===== src/rtl/iscas_stim_gen_if.sv =====
// Bench/control side of the ISCAS stimulus generator.
// Carries run control, CUT stimulus/response and the MISR signature.
interface iscas_stim_gen_if #(
  parameter int N_IN  = 33,
  parameter int N_OUT = 25
);
  logic             start;
  logic [1:0]       mode;
  logic [15:0]      pattern_count;
  logic [N_OUT-1:0] resp;
  logic [N_IN-1:0]  stim;
  logic             busy;
  logic             done;
  logic [N_OUT-1:0] signature;

  modport master (
    output start,
    output mode,
    output pattern_count,
    output resp,
    input  stim,
    input  busy,
    input  done,
    input  signature
  );

  modport slave (
    input  start,
    input  mode,
    input  pattern_count,
    input  resp,
    output stim,
    output busy,
    output done,
    output signature
  );
endinterface


===== src/rtl/iscas_stim_gen.sv =====
// Pattern generator (toggle/count/LFSR/hold) driving an ISCAS CUT,
// with a MISR folding the CUT response into a signature.
module iscas_stim_gen #(
  parameter int              N_IN      = 33,
  parameter int              N_OUT     = 25,
  parameter int              STEP_CYC  = 2,
  parameter int              CAP_LAT   = 1,
  parameter logic [N_IN-1:0] LFSR_SEED = N_IN'(1),
  parameter logic [N_IN-1:0] LFSR_TAPS = N_IN'(64'h1_0008_0000),
  parameter logic [N_OUT-1:0] MISR_TAPS = N_OUT'(64'h100_0007)
) (
  input logic clk,
  input logic reset,
  iscas_stim_gen_if.slave bus
);

  localparam int SW = (STEP_CYC > 1) ? $clog2(STEP_CYC) : 1;
  localparam int IW = $clog2(N_IN);

  localparam logic [1:0] M_TOG  = 2'd0;
  localparam logic [1:0] M_CNT  = 2'd1;
  localparam logic [1:0] M_LFSR = 2'd2;
  localparam logic [1:0] M_HOLD = 2'd3;

  typedef enum logic [1:0] {
    IDLE = 2'd0,
    RUN  = 2'd1,
    DONE = 2'd2
  } state_e;

  state_e state_q, state_d;

  logic [SW-1:0]    step_q, step_d;
  logic [15:0]      pat_q, pat_d;
  logic [15:0]      cnt_q, cnt_d;
  logic [1:0]       mode_q, mode_d;
  logic [IW-1:0]    idx_q, idx_d;
  logic [N_IN-1:0]  stim_q, stim_d;
  logic [N_OUT-1:0] sig_q, sig_d;

  logic             start_ok;
  logic             last_step;
  logic             last_pat;
  logic             cap_step;
  logic [N_IN-1:0]  pat0;
  logic [N_IN-1:0]  pat_nxt;
  logic [N_OUT-1:0] misr_nxt;

  assign start_ok  = bus.start && (state_q != RUN);
  assign last_step = (step_q == SW'(STEP_CYC - 1));
  assign last_pat  = (pat_q == cnt_q - 16'd1);
  assign cap_step  = (step_q == SW'(CAP_LAT));

  always_ff @(posedge clk) begin
    if (reset) begin
      state_q <= IDLE;
    end else begin
      state_q <= state_d;
    end
  end

  always_comb begin
    state_d = state_q;
    unique case (state_q)
      IDLE, DONE: begin
        if (bus.start) begin
          state_d = (bus.pattern_count != 16'd0) ? RUN : DONE;
        end
      end
      RUN: begin
        if (last_step && last_pat) begin
          state_d = DONE;
        end
      end
      default: state_d = IDLE;
    endcase
  end

  always_comb begin
    bus.busy = (state_q == RUN);
    bus.done = (state_q == DONE);
  end

  always_comb begin
    pat0 = '0;
    unique case (bus.mode)
      M_LFSR:  pat0 = LFSR_SEED;
      M_HOLD:  pat0 = stim_q;
      default: pat0 = '0;
    endcase
  end

  always_comb begin
    pat_nxt = stim_q;
    unique case (mode_q)
      M_TOG:   pat_nxt = stim_q ^ (N_IN'(1) << idx_q);
      M_CNT:   pat_nxt = stim_q + N_IN'(1);
      M_LFSR:  pat_nxt = {stim_q[N_IN-2:0], ^(stim_q & LFSR_TAPS)};
      default: pat_nxt = stim_q;
    endcase
  end

  assign misr_nxt = {sig_q[N_OUT-2:0], ^(sig_q & MISR_TAPS)} ^ bus.resp;

  always_comb begin
    step_d = step_q;
    pat_d  = pat_q;
    cnt_d  = cnt_q;
    mode_d = mode_q;
    idx_d  = idx_q;
    stim_d = stim_q;
    sig_d  = sig_q;
    if (start_ok) begin
      sig_d = '0;
      if (bus.pattern_count != 16'd0) begin
        mode_d = bus.mode;
        cnt_d  = bus.pattern_count;
        step_d = '0;
        pat_d  = '0;
        idx_d  = '0;
        stim_d = pat0;
      end
    end else if (state_q == RUN) begin
      if (cap_step) begin
        sig_d = misr_nxt;
      end
      if (!last_step) begin
        step_d = step_q + SW'(1);
      end else begin
        step_d = '0;
        // The final pattern stays on stim after the run ends.
        if (!last_pat) begin
          pat_d  = pat_q + 16'd1;
          stim_d = pat_nxt;
          if (mode_q == M_TOG) begin
            idx_d = (idx_q == IW'(N_IN - 1)) ? '0 : idx_q + IW'(1);
          end
        end
      end
    end
  end

  always_ff @(posedge clk) begin
    if (reset) begin
      step_q <= '0;
      pat_q  <= '0;
      cnt_q  <= '0;
      mode_q <= '0;
      idx_q  <= '0;
      stim_q <= '0;
      sig_q  <= '0;
    end else begin
      step_q <= step_d;
      pat_q  <= pat_d;
      cnt_q  <= cnt_d;
      mode_q <= mode_d;
      idx_q  <= idx_d;
      stim_q <= stim_d;
      sig_q  <= sig_d;
    end
  end

  assign bus.stim      = stim_q;
  assign bus.signature = sig_q;

endmodule

===== src/flat_wrapper.sv =====
// flat-port wrapper written by rule: the top's interface ports become plain ports
module iscas_stim_gen_flat 
#(
  parameter int              N_IN      = 33,
  parameter int              N_OUT     = 25,
  parameter int              STEP_CYC  = 2,
  parameter int              CAP_LAT   = 1,
  parameter logic [N_IN-1:0] LFSR_SEED = N_IN'(1),
  parameter logic [N_IN-1:0] LFSR_TAPS = N_IN'(64'h1_0008_0000),
  parameter logic [N_OUT-1:0] MISR_TAPS = N_OUT'(64'h100_0007)
)
  (clk, reset, bus_start, bus_mode, bus_pattern_count, bus_resp, bus_stim, bus_busy, bus_done, bus_signature);
  iscas_stim_gen_if #(.N_IN(N_IN), .N_OUT(N_OUT)) bus_i ();
  input logic clk;
  input logic reset;
  input wire logic [$bits(bus_i.start)-1:0] bus_start;
  input wire logic [$bits(bus_i.mode)-1:0] bus_mode;
  input wire logic [$bits(bus_i.pattern_count)-1:0] bus_pattern_count;
  input wire logic [$bits(bus_i.resp)-1:0] bus_resp;
  output wire logic [$bits(bus_i.stim)-1:0] bus_stim;
  output wire logic [$bits(bus_i.busy)-1:0] bus_busy;
  output wire logic [$bits(bus_i.done)-1:0] bus_done;
  output wire logic [$bits(bus_i.signature)-1:0] bus_signature;
  assign bus_i.start = bus_start;
  assign bus_i.mode = bus_mode;
  assign bus_i.pattern_count = bus_pattern_count;
  assign bus_i.resp = bus_resp;
  assign bus_stim = bus_i.stim;
  assign bus_busy = bus_i.busy;
  assign bus_done = bus_i.done;
  assign bus_signature = bus_i.signature;
  iscas_stim_gen #(.N_IN(N_IN), .N_OUT(N_OUT), .STEP_CYC(STEP_CYC), .CAP_LAT(CAP_LAT), .LFSR_SEED(LFSR_SEED), .LFSR_TAPS(LFSR_TAPS), .MISR_TAPS(MISR_TAPS)) u_core (.clk(clk), .reset(reset), .bus(bus_i));
endmodule

===== config.mk =====
export PLATFORM = sky130hd
export DESIGN_NAME = iscas_stim_gen_flat
export DESIGN_NICKNAME = d
export VERILOG_FILES = /design/src/rtl/iscas_stim_gen_if.sv /design/src/rtl/iscas_stim_gen.sv /design/src/flat_wrapper.sv
export SDC_FILE = /design/constraint.sdc
export NUM_CORES = 1
export LEC_CHECK = 0
export BUFFER_PORTS_ARGS = -buffer_cell sky130_fd_sc_hd__buf_2
export CORE_UTILIZATION = 45
export DETAILED_ROUTE_END_ITERATION = 7
export PLACE_DENSITY = 0.66
export RECOVER_POWER = 25
export SYNTH_ARGS = -nofsm -noshare
export SYNTH_HDL_FRONTEND = slang
export SYNTH_SLANG_ARGS = --single-unit

===== constraint.sdc =====
create_clock -name clk -period 3.1 [get_ports clk]
set_input_delay 0.155 -clock clk [delete_from_list [all_inputs] [get_ports clk]]
set_output_delay 0.155 -clock clk [all_outputs]
set_load 0.02 [all_outputs]

# Word-level counts from Yosys, hierarchy flattened
# Index checks and enable logic that the tools add are counted.
dict set report totals {
  ff_bits 101
  output_inout_bits 60
  wordCells 77
  input_bits 46
}
dict set report classes {
  n_mux 27
  n_reduce_logical 20
  addsub 5
  eq_ne 14
  n_bitwise 2
  shifts 1
}
# cell n
set op_table {}
lappend op_table {{$mux 33} 5}
lappend op_table {{$pmux 33 s3} 1}
lappend op_table {{$mux 16} 5}
lappend op_table {{$pmux 33 s2} 1}
lappend op_table {{$mux 6} 7}
lappend op_table {{$add 33x1->33 const B} 1}
lappend op_table {{$reduce_xor 33->1} 1}
lappend op_table {{$shl 1x6->33 const A} 1}
lappend op_table {{$xor 33x33->33} 1}
lappend op_table {{$reduce_xor 25->1} 1}
lappend op_table {{$xor 25x25->25} 1}
lappend op_table {{$add 16x1->16 const B} 1}
lappend op_table {{$eq 16x16->1} 1}
lappend op_table {{$reduce_bool 16->1} 1}
lappend op_table {{$sub 16x1->16 const B} 1}
lappend op_table {{$eq 2x2->1 const B} 4}
lappend op_table {{$reduce_and 2->1} 4}
lappend op_table {{$add 6x1->6 const B} 1}
lappend op_table {{$eq 6x6->1 const B} 1}
lappend op_table {{$mux 2} 3}
lappend op_table {{$ne 2x1->1 const B} 3}
lappend op_table {{$ne 2x2->1 const B} 3}
lappend op_table {{$reduce_and 6->1} 1}
lappend op_table {{$reduce_bool 2->1} 3}
lappend op_table {{other kinds (10)} 17}

# Logic depth before layout (Yosys ltp)
# Gate-level depths: netlist of the first run.
dict set report depth {
  word_depth 7
  ltp_mapped 14
  mapped_depth_nobuf 10
}

# Least setup slack after synthesis of the first run
# Ideal clock, no wire load.
dict set report synth_path {
  kind {reg-to-reg}
  from {register u_core.cnt_q[0]}
  to {register u_core.stim_q[26] (netlist: u_core.bus.stim[26])}
  stages_incl_launch_ff 14
  period_less_slack_ns 2.862
  setup_ns 0.119
  setup_slack_ns 0.238
  t_required_ns 2.981
  arrival_time_ns 2.743
  n_path_buf 3
  path_cell_list {dfxtp_1 -> clkbuf_1 -> inv_1 -> ha_1 -> buf_4 -> or4b_4 -> and4bb_1 -> xnor2_1 -> a2111oi_4 -> nand4b_4 -> nand2_1 -> buf_2 -> a21oi_1 -> o221a_2}
}
dict set report synth_via {
  elab_chain_len 4
}
# item line
set synth_lines {}
lappend synth_lines {{start: declaration} iscas_stim_gen.sv:35} ;# logic [15:0] cnt_q, cnt_d;
lappend synth_lines {{start signal: assignment} iscas_stim_gen.sv:155} ;# cnt_q <= cnt_d;
lappend synth_lines {{$sub 16x1->16} iscas_stim_gen.sv:51} ;# assign last_pat = (pat_q == cnt_q - 16'd1);
lappend synth_lines {{$eq 16x16->1} iscas_stim_gen.sv:51}
lappend synth_lines {{$ne 2x1->1 (no source line)} -}
lappend synth_lines {{$reduce_and 6->1 (no source line)} -}
lappend synth_lines {{end signal: assignment} iscas_stim_gen.sv:158} ;# stim_q <= stim_d;
lappend synth_lines {{end: declaration} iscas_stim_gen.sv:38} ;# logic [N_IN-1:0] stim_q, stim_d;
# No other way between the ends.
# A chain may end at the register's enable or synchronous reset.

# Worst setup path in the final report of the first run
dict set report layout_path {
  from {register u_core.cnt_q[1]}
  to {register u_core.stim_q[15] (netlist: u_core.bus.stim[15])}
}
# The elaborated chain is that of the path after synthesis.

==> results of run 1 <==
-- power by group through the flow --
stage / Clock, mW / Sequential (mW) / Combinational [mW]
floorplan: 0 / 1.44 / 0.449
global route: 1.23 / 1.41 / 0.735
detailed placement: 0 / 1.43 / 0.660
global placement: 0 / 1.43 / 0.654
finish: 1.17 / 1.41 / 0.671
CTS: 1.18 / 1.40 / 0.661
-- sequential cells by signal (all words and copies together), names as in the netlist --
signal / cells
u_core.state_q: 2
u_core.pat_q: 16
u_core.cnt_q: 16
u_core.mode_q: 2
u_core.idx_q: 6
u_core.cap_step: 1
u_core.bus.stim: 33
u_core.bus.signature: 25
-- layer usage --
metal | GRT usage (%) | up-vias
met5 | 0 | -
met4 | 7.02 | 0
met3 | 4.12 | 26
met2 | 38.6 | 276
met1 | 38.3 | 3285
li1 | - | 3464
-- worst max-delay path, stage by stage, from the launching register on --
cell and delay (ns):
dfxtp_1 0.37, inv_1 0.07, ha_1 0.14, or4b_4 0.47, and4bb_1 0.30, xnor2_1 0.10, a2111oi_4 0.39, nand4b_4 0.26
and2_4 0.29, nand2_1 0.11, buf_4 0.16, o221ai_1 0.11
-- cell type report --
type | count | area (µm²)
Clock buffer | 9 | 225
Clock inverter | 7 | 75.1
Fill cell | 1445 | 6860
Inverter | 27 | 101
Multi-Input combinational cell | 716 | 4340
Sequential cell | 101 | 2020
Tap cell | 184 | 230
Timing Repair Buffer | 135 | 727
-- per-stage QoR --
step | util (%) | total power [mW] | cells
2_1_floorplan | - | 1.89 | 915
5_1_grt | 53.0 | 3.38 | 1179
4_1_cts | 53.2 | 3.24 | 1178
3_3_place_gp | 51.2 | 2.09 | 1162
6_report | 53.0 | 3.24 | 1179
3_5_place_dp | 51.2 | 2.09 | 1162
-- synthesized netlist by cell type, types with 6 or more instances --
master    count  area share, %
nand3b_1      6           0.67
dfxtp_1     101             30
xor2_1       17            2.2
nor2_1       73            4.0
inv_1        25            1.4
clkbuf_1     59            3.3
o21ai_0      47            3.5
a211oi_1     26            2.9
or3_1         9           0.83
nand2_1     134            7.4
ha_1         12            2.2
nor2b_1       7           0.65
o22ai_1       8           0.74
nor4_1       16            1.5
xnor2_1      59            7.6
or4_1         8           0.89
nor3_1       30            2.2
nand4_1      17            1.6
o211ai_1     25            2.8
a21oi_1      66            4.9
and2_1        6           0.55
mux2i_1       6           0.89
nand3_1      47            3.5
a211oi_2      7            1.3
a31oi_1      15            1.4
-- kinds of logic (layout without fill, tap and decap cells) --
logic type / after synthesis / after routing / synth area share [%]
and+or+nand+nor: 378 / 379 / 27.1
AOI/OAI and AO/OA: 243 / 243 / 24.0
DFF: 101 / 101 / 29.9
buffers and inverters: 99 / 178 / 6.08
xor gates and xnor gates: 76 / 76 / 9.84
adders and majority gates: 12 / 12 / 2.22
muxes: 6 / 6 / 0.887
-- repair_timing --
| item | in CTS | in global routing |
|---|---|---|
| setup endpoints to repair | 0 | 13 |
| buffers inserted | 0 | 0 |
| hold buffers | 0 | 0 |
-- path summary, 6_finish.rpt --
| kind | from | to | slack [ns] | depth (start not counted) |
|---|---|---|---|---|
| hold / removal | bus_pattern_count[14] | u_core.cnt_q[14] | 0.02 | 3 |
| hold reg to reg | u_core.mode_q[1] | u_core.mode_q[1] | 0.48 | 2 |
| setup reg to reg | u_core.cnt_q[1] | u_core.bus.stim[15] | 0.19 | 11 |
| setup / recovery | u_core.cnt_q[1] | u_core.bus.stim[15] | 0.19 | 11 |
==> results_dict.tcl, run 1 <==
set metrics [dict create \
    synth_fp_nets 973 \
    yosys_warnings 0 \
    end_kind "flip-flop" \
    start_util_pct 46.4 \
    gr-total-overflow 0 \
    clkTransAtPathRegs_ns 0.08 \
    num_antenna_cells 0 \
    totalWireLength_um 20100 \
    swShare_pct 33.4 \
    min-delay-path-class "input pin to flip-flop" \
    start_kind "flip-flop" \
    maxSlewViolCount 0 \
    vdd_drop_max_uv 277 \
    clock_latency_ns 0.37 \
    p_int_mw 2.16 \
    avgSynthCellArea_um2 7.40 \
    crit_arrival_ns 3.15 \
    synth-seq-cells 101 \
    io_buffers 105 \
    p_comb_share_pct 20.7 \
    setup_ws_ns 0.193 \
    final_common_cell "nand2_1" \
    placed_cell_area_um2 7470 \
    synth_area_um2 6770 \
    tritoncts "done" \
    wl_met3_um 1520 \
    slew_headroom_pct 49.3 \
    area_delta_synth_final_pct 14.1 \
    rsz0062_at_grt "false" \
    pwr-share-seq_pct 43.3 \
    worstPathRequired_ns 3.34 \
    max_freq_mhz 344 \
    core_um2 14600 \
    clockBufferDepth 2 \
    final_area_um2 7720 \
    final_cell_mix "nand2_1 (134), dfxtp_1 (101), nor2_1 (73)" \
    first_pass_iters 6 \
    cts_sinks 101 \
    async_flop_share_pct 0 \
    path_max_fanout 15 \
    gp_congestion 0.836 \
    grt_pass1_wl_um 33200 \
    setup_tns_ns 0 \
    clock_power_share_pct 36.0 \
    crit_type "flip-flop to flip-flop" \
    first_iter_violations 706 \
    wire_per_inst_um 17.0 \
    synth_edf_count 0 \
    vias 7051 \
    outcome "complete, no violations" \
    drt-met1-wl_um 9650 \
    seq_area_frac_synth_pct 29.9 \
    tightest_slew_ns 0.761 \
    leakagePower_nw 2.60 \
    grt_max_degree 49 \
    skew_ns 0.0106 \
    ys.flop_type "dfxtp_1" \
    cts_resized 0 \
    grtUsageTotal_pct 25.9 \
    netlist_instances 915 \
    first_global_vias 6355 \
    hpwlAfterDp_um 13900 \
    power_density_nw_per_um2 420 \
    synth_cell_type_count 65 \
    drive_above_1_share_pct 13.4 \
    dr_wl_met2_um 8680 \
    die_y_um 125 \
    setup_viol 0 \
    drcViolationCount 0 \
    die_x_um 125 \
    num_io_pins 106 \
    numCtsBuffers 9 \
    finalCritPeriodShare_pct 93.8 \
    vias_per_cell 5.98 \
    rows 44 \
    p_switching_mw 1.08 \
    hold_viol 0 \
    root_buffer "clkbuf_16" \
    fin_hold_ws_ns 0.0239 \
    cap_violations 0 \
    htreeDepth 3 \
    dr.max_layer_used "met4" \
    nets 1048 \
    ant_nets 0 \
    antenna_found_initial 0 \
    fin_crit_ns 2.91 \
    dp_slack_ns 0.171 \
    die_area_um2 15500 \
]
No activity file was read; power rests on OpenSTA's default activity.
==> inputs of run 2 (changes only) <==
ABC_AREA = 1   (was not set)
CTS_BUF_LIST = sky130_fd_sc_hd__clkbuf_8   (was not set)
PLACE_DENSITY = not set   (was 0.66)
==> results_dict.tcl, run 2 <==
set metrics [dict create \
    vias_per_cell 5.46 \
    rows 47 \
    stdcell_count 1612 \
    die_x_um 133 \
    yosys_warnings 0 \
    clkTransAtPathRegs_ns 0.11 \
    finalCritPeriodShare_pct 86.6 \
    end_kind "flip-flop" \
    synth_fp_nets 1362 \
    io_buffers 105 \
    first_pass_iters 5 \
    hpwlAfterDp_um 19100 \
    final_common_cell "nand2_1" \
    grt_max_degree 45 \
    swShare_pct 39.2 \
    crit_chain "inv_1 -> ha_1 -> nand2_1 -> nor2_2 -> nand3_1 -> nand2_1 -> nand2_1 -> nand2_1 -> inv_1 -> nand3_1 -> nor2_2 -> nand3_4 -> nand3_4 -> nor2_4 -> nand2_1 -> nand2_1" \
    p_comb_share_pct 28.8 \
    worstPathRequired_ns 3.46 \
    drive_above_1_share_pct 9.55 \
    root_buffer "clkbuf_8" \
    holdPathStages 3 \
    leakagePower_nw 3.70 \
    wire_per_inst_um 16.6 \
    p_int_mw 2.18 \
    cts_sinks 101 \
    clock_power_share_pct 29.8 \
    worstHoldStart "bus_pattern_count[11]" \
    rr_startpoint "u_core.cnt_q[0]" \
    hold_viol 0 \
    num_antenna_cells 0 \
    numCtsBuffers 9 \
    tritoncts "done" \
    tightest_slew_ns 0.789 \
    totalWireLength_um 26700 \
    antenna_found_initial 0 \
    first_global_vias 7892 \
    ys.flop_type "dfxtp_1" \
    final_cell_mix "nand2_1 (365), nor2_1 (157), inv_1 (128)" \
    async_flop_share_pct 0 \
    slowest_delay_ns 0.50 \
    cts_resized 0 \
    final_area_um2 8620 \
    clockBufferDepth 2 \
    p_switching_mw 1.41 \
    maxSlewViolCount 0 \
    slew_headroom_pct 47.0 \
    first_iter_violations 899 \
    start_kind "flip-flop" \
    path_max_fanout 35 \
    max_freq_mhz 373 \
    rsz0062_at_grt "false" \
    avgSynthCellArea_um2 5.90 \
    core_um2 16600 \
    ant_nets 0 \
    area_delta_synth_final_pct 12.2 \
    grtUsageTotal_pct 30.6 \
    finalPower_mw 3.59 \
    synth-seq-cells 101 \
    cpMaxStageDelayCell "nor2_4" \
    pwr-share-seq_pct 41.4 \
    dp.cells 1595 \
    path_common_cell "nand2_1" \
    critPathBufInv 2 \
    hold_end "u_core.cnt_q[11]" \
    crit_arrival_ns 3.04 \
    fin_crit_ns 2.68 \
    critPathTopFamily "simple AND/OR/NAND/NOR gates" \
    vias 8805 \
    die_area_um2 17600 \
    nets 1445 \
    regToRegSetupSlack_ns 0.42 \
    vdd_drop_max_uv 312 \
    num_io_pins 106 \
    die_y_um 133 \
    largest_register_ffs 33 \
    grt_pass1_wl_um 42600 \
    placed_cell_area_um2 8410 \
    start_util_pct 46.2 \
    synth_cell_type_count 39 \
    synth_commonest_cells "nand2_1 (365), nor2_1 (159), inv_1 (128)" \
    gp_congestion 0.962 \
    synthTopCellsByArea "dfxtp_1 (26%), nand2_1 (18%), nand3_1 (8.0%)" \
    min-delay-path-class "input pin to flip-flop" \
    htreeDepth 3 \
    synth_edf_count 0 \
    crit_type "flip-flop to flip-flop" \
    seq_area_frac_synth_pct 26.3 \
    reg2reg_to "u_core.bus.stim[14]" \
    netlist_instances 1304 \
    cap_violations 0 \
    power_density_nw_per_um2 417 \
    setup_viol 0 \
    skew_ns 0.0130 \
    outcome "complete, no violations" \
    gr-total-overflow 0 \
    clock_latency_ns 0.41 \
    r2r_cells 16 \
    yosysTopAreaCellShare_pct 26.3 \
    synth_top_area_cell "dfxtp_1" \
    drcViolationCount 0 \
    synth_area_um2 7690 \
    synth_most_common_cell "nand2_1" \
    setup_tns_ns 0 \
]
## run 2: cell types whose count changed in the layout (fill, tap and decap cells not counted), moves of 18 or more
cell,change
o211ai_1,-20
nand4_1,+18
xnor2_1,-53
a21oi_1,+36
nand2_1,+231
nand3_1,+76
inv_1,+103
nor2_1,+84
a211oi_1,-24
xor2_1,+34
## run 2: cell families (layout without fill, tap and decap cells)
family | Yosys count | after routing | synth area share (%)
adders and majority gates | 12 | 12 | 1.95
DFF | 101 | 101 | 26.3
and+or+nand+nor | 744 | 744 | 41.6
xor gates and xnor gates | 57 | 57 | 6.49
buffers and inverters | 195 | 283 | 10.1
AOI/OAI and AO/OA | 195 | 195 | 13.6
## run 2: power groups by stage
stage	clock (mW)	sequential (mW)	combinational, mW
detailed placement	0	1.51	1.02
floorplan	0	1.52	0.710
CTS	1.10	1.48	1.02
global placement	0	1.51	1.02
finish	1.07	1.49	1.03
global route	1.15	1.50	1.15
## run 2: metal layers
layer	GRT usage, %	wire length, µm	vias up	part of all wire (%)
li1	-	-	4409	-
met1	45.4	12600	3946	47
met2	44.1	11000	416	41
met3	6.40	2660	34	10
met4	8.24	409	0	1.5
met5	0	0	-	0
## run 2: worst max-delay path by stage
| stage | to | startpoint | cells after the start | slack, ns |
|---|---|---|---|---|
| finish | u_core.bus.stim[14] | u_core.cnt_q[0] | 16 | 0.42 |
| global route | u_core.bus.stim[0] | u_core.cnt_q[0] | 16 | 0.08 |
| CTS | u_core.bus.stim[14] | u_core.cnt_q[0] | 16 | 0.41 |
| detailed placement | u_core.bus.stim[14] | u_core.cnt_q[0] | 16 | 0.44 |
| global placement | u_core.bus.stim[0] | u_core.cnt_q[0] | 16 | 0.54 |
| floorplan | u_core.bus.stim[12] | u_core.cnt_q[0] | 16 | 1.03 |
## run 2: layout make-up
| type | count | area (µm²) |
|---|---|---|
| Clock buffer | 9 | 124 |
| Clock inverter | 7 | 129 |
| Fill cell | 1818 | 8020 |
| Inverter | 138 | 518 |
| Multi-Input combinational cell | 1008 | 4900 |
| Sequential cell | 101 | 2020 |
| Tap cell | 220 | 275 |
| Timing Repair Buffer | 129 | 658 |
## run 2: tightest hold or removal path, delay by kind of cell
kind                   cells  cell delay [ns]
buffers and inverters      1             0.09
AND/OR/NAND/NOR            1             0.07
AO/OA/AOI/OAI              1             0.07
## run 2: per-stage QoR
| stage | worst slack [ns] | hold slack [ns] | util [%] |
|---|---|---|---|
| floorplan | 1.03 | 0.298 | - |
| global placement | 0.543 | 0.427 | 50.5 |
| detailed placement | 0.436 | 0.431 | 50.5 |
| CTS | 0.413 | 0.00359 | 52.1 |
| global route | 0.0824 | 0.0133 | 51.8 |
| finish | 0.417 | 0.0167 | 51.8 |
## run 2: repair_timing
item	CTS	global route
buffers inserted	0	0
endpoints found under the setup margin	0	0
hold buffers	1	0
endpoints found under the hold margin	1	0
==> inputs of run 3 (changes only) <==
==> constraint.sdc (replaced) <==
create_clock -name clk -period 3.1 [get_ports clk]
set_input_delay 0.465 -clock clk [delete_from_list [all_inputs] [get_ports clk]]
set_output_delay 0.465 -clock clk [all_outputs]
set_load 0.02 [all_outputs]
==> results_dict.tcl, run 3 (synthesized netlist as in run 2, its figures left out) <==
set metrics [dict create \
    setup_viol 0 \
    outcome "complete, no violations" \
    gp_congestion 1.00 \
    drive_above_1_share_pct 9.63 \
    first_pass_iters 6 \
    path_max_fanout 27 \
    rows 47 \
    maxSlewViolCount 0 \
    first_iter_violations 900 \
    grt_max_degree 45 \
    vias_per_cell 5.46 \
    gr-total-overflow 0 \
    clockBufferDepth 2 \
    die_area_um2 17600 \
    tritoncts "done" \
    die_y_um 133 \
    first_global_vias 7938 \
    worstPathRequired_ns 3.38 \
    vias 8796 \
    clock_latency_ns 0.41 \
    nets 1445 \
    largest_register_ffs 33 \
    final_cell_mix "nand2_1 (365), nor2_1 (157), inv_1 (128)" \
    hold_viol 0 \
    die_x_um 133 \
    wire_per_inst_um 16.1 \
    multi_input_area_um2 4900 \
    totalWireLength_um 26000 \
    stdcell_count 1612 \
    clkTransAtPathRegs_ns 0.12 \
    numCtsBuffers 9 \
    cts_sinks 101 \
    final_common_cell "nand2_1" \
    num_antenna_cells 0 \
    leakagePower_nw 3.68 \
    min-delay-path-class "input pin to flip-flop" \
    hpwlAfterDp_um 18900 \
    htreeDepth 3 \
    final_core_util_pct 51.6 \
    setup_ws_ns 0.520 \
    rsz0062_at_grt "false" \
    fin_crit_ns 2.58 \
    ant_nets 0 \
    fillers 1802 \
    end_kind "flip-flop" \
    setup_tns_ns 0 \
    io_buffers 105 \
    start_kind "flip-flop" \
    root_buffer "clkbuf_8" \
    grtUsageTotal_pct 30.1 \
    tightest_slew_ns 0.746 \
    core_um2 16600 \
    cap_violations 0 \
    crit_type "flip-flop to flip-flop" \
    grt_pass1_wl_um 42100 \
    area_delta_synth_final_pct 11.8 \
    cts_setup_buffers 0 \
    drcViolationCount 0 \
    dp_slack_ns 0.549 \
    skew_ns 0.0165 \
    finalCritPeriodShare_pct 83.2 \
    start_util_pct 46.2 \
    num_io_pins 106 \
    vdd_drop_max_uv 262 \
    slew_headroom_pct 49.9 \
    cts_resized 0 \
    power_density_nw_per_um2 407 \
    antenna_found_initial 0 \
    layout.area.seq_um2 2020 \
    dp.cells 1596 \
    max_freq_mhz 388 \
    postCtsHoldBufs 0 \
    crit_arrival_ns 2.86 \
]
## run 3: cell count changes in the layout (fill, tap and decap cells not counted), sizes merged
cell | before | now
inv | 138 | 140
buf | 88 | 89
bufinv | 2 | 1
clkinv | 5 | 4
dlygate4sd3 | 1 | 0
## run 3: report_power, final
group          internal [mW]  switching (mW)
Combinational          0.335           0.694
Sequential              1.37           0.121
Clock                  0.402           0.577
Total                   2.10            1.39
## run 3: final cells by class
| class | count | area share, % |
|---|---|---|
| inverters | 138 | 6.03 |
| well taps | 220 | 3.20 |
| flip-flops and latches | 101 | 23.5 |
| clock buffers | 9 | 1.44 |
| clock inverters | 7 | 1.17 |
| repair buffers | 129 | 7.63 |
| multi-input cells | 1008 | 57.0 |
## run 3: critical path, stage by stage, from the launching register on
cell	delay, ns
dfxtp_1	0.34
inv_1	0.09
ha_1	0.24
nand3_4	0.12
nor2_2	0.18
nand2_1	0.10
nand3_1	0.11
nand2_1	0.06
nor2_1	0.09
nand2_1	0.07
nor2_2	0.21
nand3_4	0.12
buf_4	0.26
nand2_4	0.20
inv_2	0.14
nand2_1	0.09
a21oi_1	0.05
## run 3: final timing paths
check,startpoint,to,slack (ns),depth (start not counted)
worst max-delay path,u_core.cnt_q[0],u_core.pat_q[7],0.52,16
worst min-delay path,bus_pattern_count[11],u_core.cnt_q[11],0.33,3
worst max register to register,u_core.cnt_q[0],u_core.pat_q[7],0.52,16
worst min register to register,u_core.cnt_q[1],u_core.cnt_q[1],0.49,2
## run 3: routing by layer
metal / track usage (%) / vias up / part of all wire (%)
met4: 8.56 / 0 / 1.7
met5: 0 / - / 0
met1: 44.0 / 3934 / 48
met2: 44.4 / 417 / 42
li1: - / 4406 / -
met3: 5.98 / 39 / 8.9
## run 3: per-stage QoR
stage               power [mW]  instance area [µm²]  hold WS [ns]
floorplan                 2.23                 7690         0.448
global placement          2.53                 8420         0.464
detailed placement        2.53                 8420         0.471
CTS                       3.51                 8640         0.309
global route              3.72                 8590         0.332
finish                    3.50                 8590         0.327
